### config.mk
export PLATFORM = sky130hd
export DESIGN_NAME = dlatch_write_arbiter
export DESIGN_NICKNAME = d
export VERILOG_FILES = /design/src/rtl/dlatch_write_arbiter_pkg.sv /design/src/rtl/dlatch_write_arbiter_enabled_reg_cell.sv /design/src/rtl/dlatch_write_arbiter.sv
export SDC_FILE = /design/constraint.sdc
export NUM_CORES = 1
export LEC_CHECK = 0
export ABC_AREA = 1
export BUFFER_PORTS_ARGS = -buffer_cell sky130_fd_sc_hd__buf_2
export CELL_PAD_IN_SITES_DETAIL_PLACEMENT = 1
export CELL_PAD_IN_SITES_GLOBAL_PLACEMENT = 2
export CORE_MARGIN = 2
export CORE_UTILIZATION = 27
export DETAILED_ROUTE_END_ITERATION = 7
export MAX_ROUTING_LAYER = met4
export PLACE_DENSITY = 0.86
export SETUP_SLACK_MARGIN = 0.5
export SLEW_MARGIN = 20
export SYNTH_ARGS = -nofsm -noshare
export SYNTH_HDL_FRONTEND = slang
export SYNTH_SLANG_ARGS = --single-unit
### constraint.sdc
create_clock -name clk -period 2.2 [get_ports clk]
set_input_delay 0.11 -clock clk [delete_from_list [all_inputs] [get_ports clk]]
set_output_delay 0.11 -clock clk [all_outputs]
set_load 0.02 [all_outputs]
### src/rtl/dlatch_write_arbiter_pkg.sv
// Shared types and helpers for the round-robin write arbiter.
package dlatch_arb_pkg;

    localparam int STATE_W = 2;

    typedef enum logic [STATE_W-1:0] {
        IDLE  = 2'd0,
        WRITE = 2'd1,
        HOLD  = 2'd2
    } arb_state_t;

    // Returns the first set request at or after last+1 (mod nreq); supports up to 16 requesters.
    function automatic logic [3:0] rr_select(input logic [15:0] req_v,
                                             input logic [3:0]  last_v,
                                             input logic [4:0]  nreq);
        logic [3:0] sel;
        logic       found;
        logic [4:0] idx;
        sel   = 4'd0;
        found = 1'b0;
        for (int i = 1; i <= 16; i++) begin
            idx = {1'b0, last_v} + 5'(i);
            if (idx >= nreq) begin
                idx = idx - nreq;
            end else begin
                idx = idx;
            end
            if ((5'(i) <= nreq) && !found && req_v[idx[3:0]]) begin
                sel   = idx[3:0];
                found = 1'b1;
            end else begin
                sel   = sel;
            end
        end
        return sel;
    endfunction

endpackage

### src/rtl/dlatch_write_arbiter_enabled_reg_cell.sv
// Enabled storage register with true and complemented outputs updated together.
module enabled_reg_cell #(
    parameter int WIDTH = 8
) (
    input  logic             clk,
    input  logic             rst,
    input  logic             enable,
    input  logic [WIDTH-1:0] d,
    output logic [WIDTH-1:0] q,
    output logic [WIDTH-1:0] qbar
);

    // Both polarities load on the same edge so qbar is never incoherent with q.
    always_ff @(posedge clk or posedge rst) begin
        if (rst) begin
            q    <= {WIDTH{1'b0}};
            qbar <= {WIDTH{1'b1}};
        end else if (enable) begin
            q    <= d;
            qbar <= ~d;
        end
    end

endmodule

### src/rtl/dlatch_write_arbiter.sv
// Round-robin write arbiter/sequencer for a shared enabled register.
// Optional macro DLATCH_ARB_PARITY_EN adds the registered even-parity output q_par.
module dlatch_write_arbiter
    import dlatch_arb_pkg::*;
#(
    parameter int NREQ        = 4,
    parameter int WIDTH       = 8,
    parameter int HOLD_CYCLES = 2
) (
    input  logic                     clk,
    input  logic                     rst,
    input  logic [NREQ-1:0]          req,
    input  logic [NREQ*WIDTH-1:0]    wdata,
    output logic [NREQ-1:0]          gnt,
    output logic [NREQ-1:0]          ack,
    output logic [$clog2(NREQ)-1:0]  owner,
    output logic                     busy,
    output logic [WIDTH-1:0]         q,
    output logic [WIDTH-1:0]         qbar
`ifdef DLATCH_ARB_PARITY_EN
    ,
    output logic                     q_par
`endif
);

    localparam int OW    = $clog2(NREQ);
    localparam int CNT_W = $clog2(HOLD_CYCLES) + 1;

    arb_state_t        state_r, state_next_s;
    logic [CNT_W-1:0]  cnt_r, cnt_next_s;
    logic [OW-1:0]     owner_r, owner_next_s;
    logic [OW-1:0]     last_r, last_next_s;
    logic [NREQ-1:0]   gnt_r, gnt_next_s;
    logic [NREQ-1:0]   ack_r, ack_next_s;
    logic              busy_r, busy_next_s;
    logic              write_en_s;
    logic [WIDTH-1:0]  d_s;

    // State register plus registered outputs; last resets to NREQ-1 so requester 0 wins first.
    always_ff @(posedge clk or posedge rst) begin
        if (rst) begin
            state_r <= IDLE;
            cnt_r   <= {CNT_W{1'b0}};
            owner_r <= {OW{1'b0}};
            last_r  <= OW'(NREQ - 1);
            gnt_r   <= {NREQ{1'b0}};
            ack_r   <= {NREQ{1'b0}};
            busy_r  <= 1'b0;
        end else begin
            state_r <= state_next_s;
            cnt_r   <= cnt_next_s;
            owner_r <= owner_next_s;
            last_r  <= last_next_s;
            gnt_r   <= gnt_next_s;
            ack_r   <= ack_next_s;
            busy_r  <= busy_next_s;
        end
    end

    // Next-state, lock counter and ownership selection.
    always_comb begin
        state_next_s = state_r;
        cnt_next_s   = cnt_r;
        owner_next_s = owner_r;
        last_next_s  = last_r;
        case (state_r)
            IDLE: begin
                if (|req) begin
                    owner_next_s = OW'(rr_select(16'(req), 4'(last_r), 5'(NREQ)));
                    last_next_s  = owner_next_s;
                    state_next_s = WRITE;
                end else begin
                    state_next_s = IDLE;
                end
            end
            WRITE: begin
                state_next_s = HOLD;
                cnt_next_s   = CNT_W'(HOLD_CYCLES - 1);
            end
            HOLD: begin
                if (cnt_r == {CNT_W{1'b0}}) begin
                    state_next_s = IDLE;
                end else begin
                    cnt_next_s   = cnt_r - {{(CNT_W-1){1'b0}}, 1'b1};
                end
            end
            default: begin
                state_next_s = IDLE;
                cnt_next_s   = {CNT_W{1'b0}};
            end
        endcase
    end

    // Output decode from the next state so gnt/ack/busy land registered in the right cycle.
    always_comb begin
        gnt_next_s  = {NREQ{1'b0}};
        ack_next_s  = {NREQ{1'b0}};
        busy_next_s = (state_next_s != IDLE);
        write_en_s  = (state_r == WRITE);
        if (state_next_s != IDLE) begin
            gnt_next_s = {{(NREQ-1){1'b0}}, 1'b1} << owner_next_s;
        end else begin
            gnt_next_s = {NREQ{1'b0}};
        end
        if ((state_next_s == HOLD) && (cnt_next_s == {CNT_W{1'b0}})) begin
            ack_next_s = {{(NREQ-1){1'b0}}, 1'b1} << owner_next_s;
        end else begin
            ack_next_s = {NREQ{1'b0}};
        end
    end

    assign d_s   = wdata[int'(owner_r)*WIDTH +: WIDTH];
    assign gnt   = gnt_r;
    assign ack   = ack_r;
    assign owner = owner_r;
    assign busy  = busy_r;

    enabled_reg_cell #(.WIDTH(WIDTH)) u_cell (
        .clk    (clk),
        .rst    (rst),
        .enable (write_en_s),
        .d      (d_s),
        .q      (q),
        .qbar   (qbar)
    );

`ifdef DLATCH_ARB_PARITY_EN
    logic q_par_r;

    function automatic logic even_parity(input logic [WIDTH-1:0] v);
        return ^v;
    endfunction

    // Parity loads on the same edge as the stored word.
    always_ff @(posedge clk or posedge rst) begin
        if (rst) begin
            q_par_r <= 1'b0;
        end else if (write_en_s) begin
            q_par_r <= even_parity(d_s);
        end
    end

    assign q_par = q_par_r;
`endif

endmodule

==> summary by stage <==
Global routing
The total overflow left after global routing is 0. The number of antenna violations at the first check in global routing came to 0. The first global-routing pass estimated 8350 um of wire. In the global route stage, overall resource usage came out at 15.5%. Entering global routing, the biggest net connects 34 pins. The number of global-route vias before repair is 1704.

Route
After detailed routing, the met3 layer carries 181 um of wire. The first routing iteration left 91 violations. The detailed-route wire length is 5070 um. Dividing the detail-routed wire length by the instance count gives 14.1 um.

The amount of wire on met2 after detailed routing is 2560 um. The detailed router placed 1675 vias in this run. The length of routed wiring on met1 is 2250 um. In the routed design, unresolved DRC markers number 0. The top routing layer in use is met4. In the routed layout, each cell is associated on average with a via count of 4.65. In this run the remaining antenna-violating nets after routing total 0. The count of TritonRoute iterations in the first routing pass is 4.

Critical path
STA classifies the critical path endpoint as a flip-flop. The nature of the critical path startpoint is a flip-flop. The maximum fanout along the worst path is 6. For the worst setup path, the data required time is 2360 ps. The critical path is of the flip-flop to flip-flop type. Data on the critical path arrives at its endpoint at 1980 ps.

Timing
The minimum setup slack in the final design is 376 ps. Headroom to the max-slew limit came out at 67.0%. For the final database, setup skew stands at 6.27 ps. The number of failing setup endpoints in the final timing report is 0.

For this run, the top clock speed supported by timing is 548 MHz. Setup repair after global routing could not meet its margin everywhere. Final hold analysis gives a worst-case slack of 227 ps.

The transition time at the pin with the least slew margin is 494 ps. In the final timing run, aggregate negative setup slack is 0 ps. The max-slew violation total from the final report is 0. The number of endpoints with negative hold slack in the final report is 0.

After layout, the worst path uses 82.9% of the clock period. The post-layout minimum cycle time is 1820 ps.

Cells and area
The filler cells instantiated in the layout total 768. Compared with the post-synthesis result, the final layout area differs by 40.5%. The commonest non-fill, non-tap cell in the layout is sky130_fd_sc_hd__buf_2. The final layout contains 325 nets.

The count of placed standard cells in the final layout, fillers left out is 360. The fraction of layout cells with a size suffix above 1 is 42.4%. In the layout the commonest cells are sky130_fd_sc_hd__buf_2 (64), sky130_fd_sc_hd__nand2_1 (52), sky130_fd_sc_hd__dfrtp_1 (23). The repair_antennas step left the layout with diodes totalling 0.

Synthesis
The cell area after synthesis is 1710 sq um. The number of register bits inferred by synthesis is 33. After synthesis, flip-flops and latches occupy 49.0% of the total area. The count of different cell masters after synthesis is 23.

The mean instance size in the synthesized netlist is 8.31 sq um. The number of nets handed over by synthesis was 249. After technology mapping, the gate count stands at 206. The total number of yosys warnings is 0.

Run status
The flow ran to the end, and the final reports show no timing, DRC or antenna violations.

Floorplanning
The effective utilization at floorplan is 27.4%. 65 I/O pins were placed. The total die area is 6990 sq um.

From bottom edge to top edge, the die measures 83.6 um. The region available for standard cell placement spans 6240 sq um. The count of standard-cell rows is 29.

The die is 83.6 um wide.

Clock network
The number of buffers created by CTS is 5. In this run the deepest clock path goes through 2 buffers. The clock edge transition at the registers on the reported setup and hold paths is 70 ps. The root buffer selected by CTS is sky130_fd_sc_hd__clkbuf_8. Clock tree synthesis found a total of 33 sinks.

For the worst-skew pair, the clock arrives at the later sink with an insertion delay of 290 ps. The clock tree synthesis step divided the H-tree into 2 levels. The CTS tree is yes.

Placement
Including well taps, the total number of placed cells is 345. During placement, the flow inserted port buffers numbering 64. At the end of routability-driven placement, the weighted congestion stood at 0.766. Before CTS, the worst setup slack after placement is 233 ps. The total half-perimeter wirelength after legalization and detailed placement is 3770 um.

Pwr
The internal portion of the total power is 2.23 mW. The fraction of power spent switching nets is 47.1%. The cell area power density is 1750 nW/um^2.

The leakage power total is 1.24 nW. The clock group share of total power is 14.1%. For this design the total switching power over the nets is 1.98 mW. In this run, flip-flops and latches consume 25.9% of the power. Combinational cells account for 60.0% of the total power.

The maximum vdd drop is 0.706 mV.

Run
Across the run, the number of max-cap violations was 0.

Min path
The class of the worst hold path is input port to flip-flop.
-- timing repair --
item | in CTS | in global routing
setup endpoints to repair | 12 | 12
setup buffers | 6 | 0
hold buffers | 1 | 0
hold endpoints to repair | 23 | 0
resized for setup | 11 | 5
pin swaps | 10 | 0
-- metrics by stage --
| stage | util, % | power, mW | instance area [sq um] |
|---|---|---|---|
| 5_1_grt | 38.5 | 4.58 | 2400 |
| 2_1_floorplan | - | 2.73 | 1750 |
| 4_1_cts | 38.1 | 4.17 | 2370 |
| 3_3_place_gp | 34.7 | 3.28 | 2160 |
| 3_5_place_dp | 34.7 | 3.35 | 2160 |
| 6_report | 38.5 | 4.21 | 2400 |
-- final cells by class --
| type | instances | area [sq um] | share of cell area (%) |
|---|---|---|---|
| Tap cell | 77 | 96.3 | 4.01 |
| Multi-Input combinational cell | 146 | 863 | 35.9 |
| Clock buffer | 7 | 86.3 | 3.59 |
| Clock inverter | 1 | 30.0 | 1.25 |
| Sequential cell | 33 | 838 | 34.9 |
| Timing Repair Buffer | 74 | 398 | 16.5 |
| Inverter | 22 | 92.6 | 3.85 |
-- power by group through the flow --
stage | combinational (mW) | clock (mW) | sequential (mW)
6_report | 2.53 | 0.592 | 1.09
5_1_grt | 2.82 | 0.637 | 1.12
4_1_cts | 2.48 | 0.606 | 1.09
3_5_place_dp | 2.23 | 0 | 1.12
3_3_place_gp | 2.17 | 0 | 1.11
2_1_floorplan | 1.38 | 0 | 1.35
-- state kept, by name, indices dropped and copies added (netlist names) --
register,cells
state_r,2
u_cell.qbar,8
gnt,4
ack,4
owner,2
u_cell.q,8
last_r,2
cnt_r,2
busy,1
-- final timing paths --
| check | start | end | slack, ps | cells after the start |
|---|---|---|---|---|
| min in group asynchronous | rst | u_cell.q[2]$_DFFE_PP0N_ | 460 | 4 |
| max in group asynchronous | rst | u_cell.qbar[6]$_DFFE_PP1N_ | 1400 | 4 |
| worst max-delay path | last_r[0]$_DFFE_PP1P_ | gnt[2]$_DFF_PP0_ | 380 | 13 |
| worst min register to register | u_cell.qbar[5]$_DFFE_PP1N_ | u_cell.qbar[5]$_DFFE_PP1N_ | 470 | 2 |
| worst max register to register | last_r[0]$_DFFE_PP1P_ | gnt[2]$_DFF_PP0_ | 380 | 13 |
| worst min-delay path | wdata[1] | u_cell.q[1]$_DFFE_PP0N_ | 230 | 5 |
-- cell families (layout without fill, tap and decap cells) --
| group | Yosys count | count (layout) | synth area share [%] |
|---|---|---|---|
| simple gates | 108 | 108 | 28.5 |
| compound gates | 33 | 33 | 12.8 |
| flops | 33 | 33 | 49.0 |
| fa+ha+maj | 5 | 5 | 3.65 |
| buf+inv | 27 | 104 | 6.07 |
-- worst max-delay path, cell delays in order, from the launching register on --
cell,delay [ps]
sky130_fd_sc_hd__dfstp_2,570
sky130_fd_sc_hd__inv_6,50
sky130_fd_sc_hd__ha_4,290
sky130_fd_sc_hd__inv_4,50
sky130_fd_sc_hd__nand3_4,70
sky130_fd_sc_hd__nand3_4,100
sky130_fd_sc_hd__nand2_2,80
sky130_fd_sc_hd__nor2_1,40
sky130_fd_sc_hd__nor2_1,100
sky130_fd_sc_hd__nand2_2,90
sky130_fd_sc_hd__nand2_4,100
sky130_fd_sc_hd__inv_2,40
sky130_fd_sc_hd__nand2_2,50
sky130_fd_sc_hd__nor2_1,40
-- cell usage after synthesis, drive strengths merged --
| master | count | share of area, % |
|---|---|---|
| dfrtp | 23 | 34 |
| nor3 | 3 | 0.88 |
| ha | 5 | 3.7 |
| o21ai | 9 | 2.6 |
| o22ai | 3 | 1.1 |
| a21oi | 7 | 2.0 |
| a221o | 1 | 0.58 |
| o21a | 8 | 3.5 |
| inv | 22 | 4.8 |
| clkbuf | 3 | 0.66 |
| nand2 | 63 | 15 |
| nor2 | 24 | 5.6 |
| nand4 | 3 | 1.1 |
| nand3 | 15 | 5.6 |
| a32o | 5 | 2.9 |
| buf | 2 | 0.58 |
| dfstp | 10 | 15 |
-- routing by layer --
layer  global-route usage (%)  vias up
li1                         -      823
met2                     25.8       35
met3                     2.97        7
met4                     5.72        0
met5                        -        -
met1                     18.7      810
Note: power is estimated with default switching activity, not from simulation.
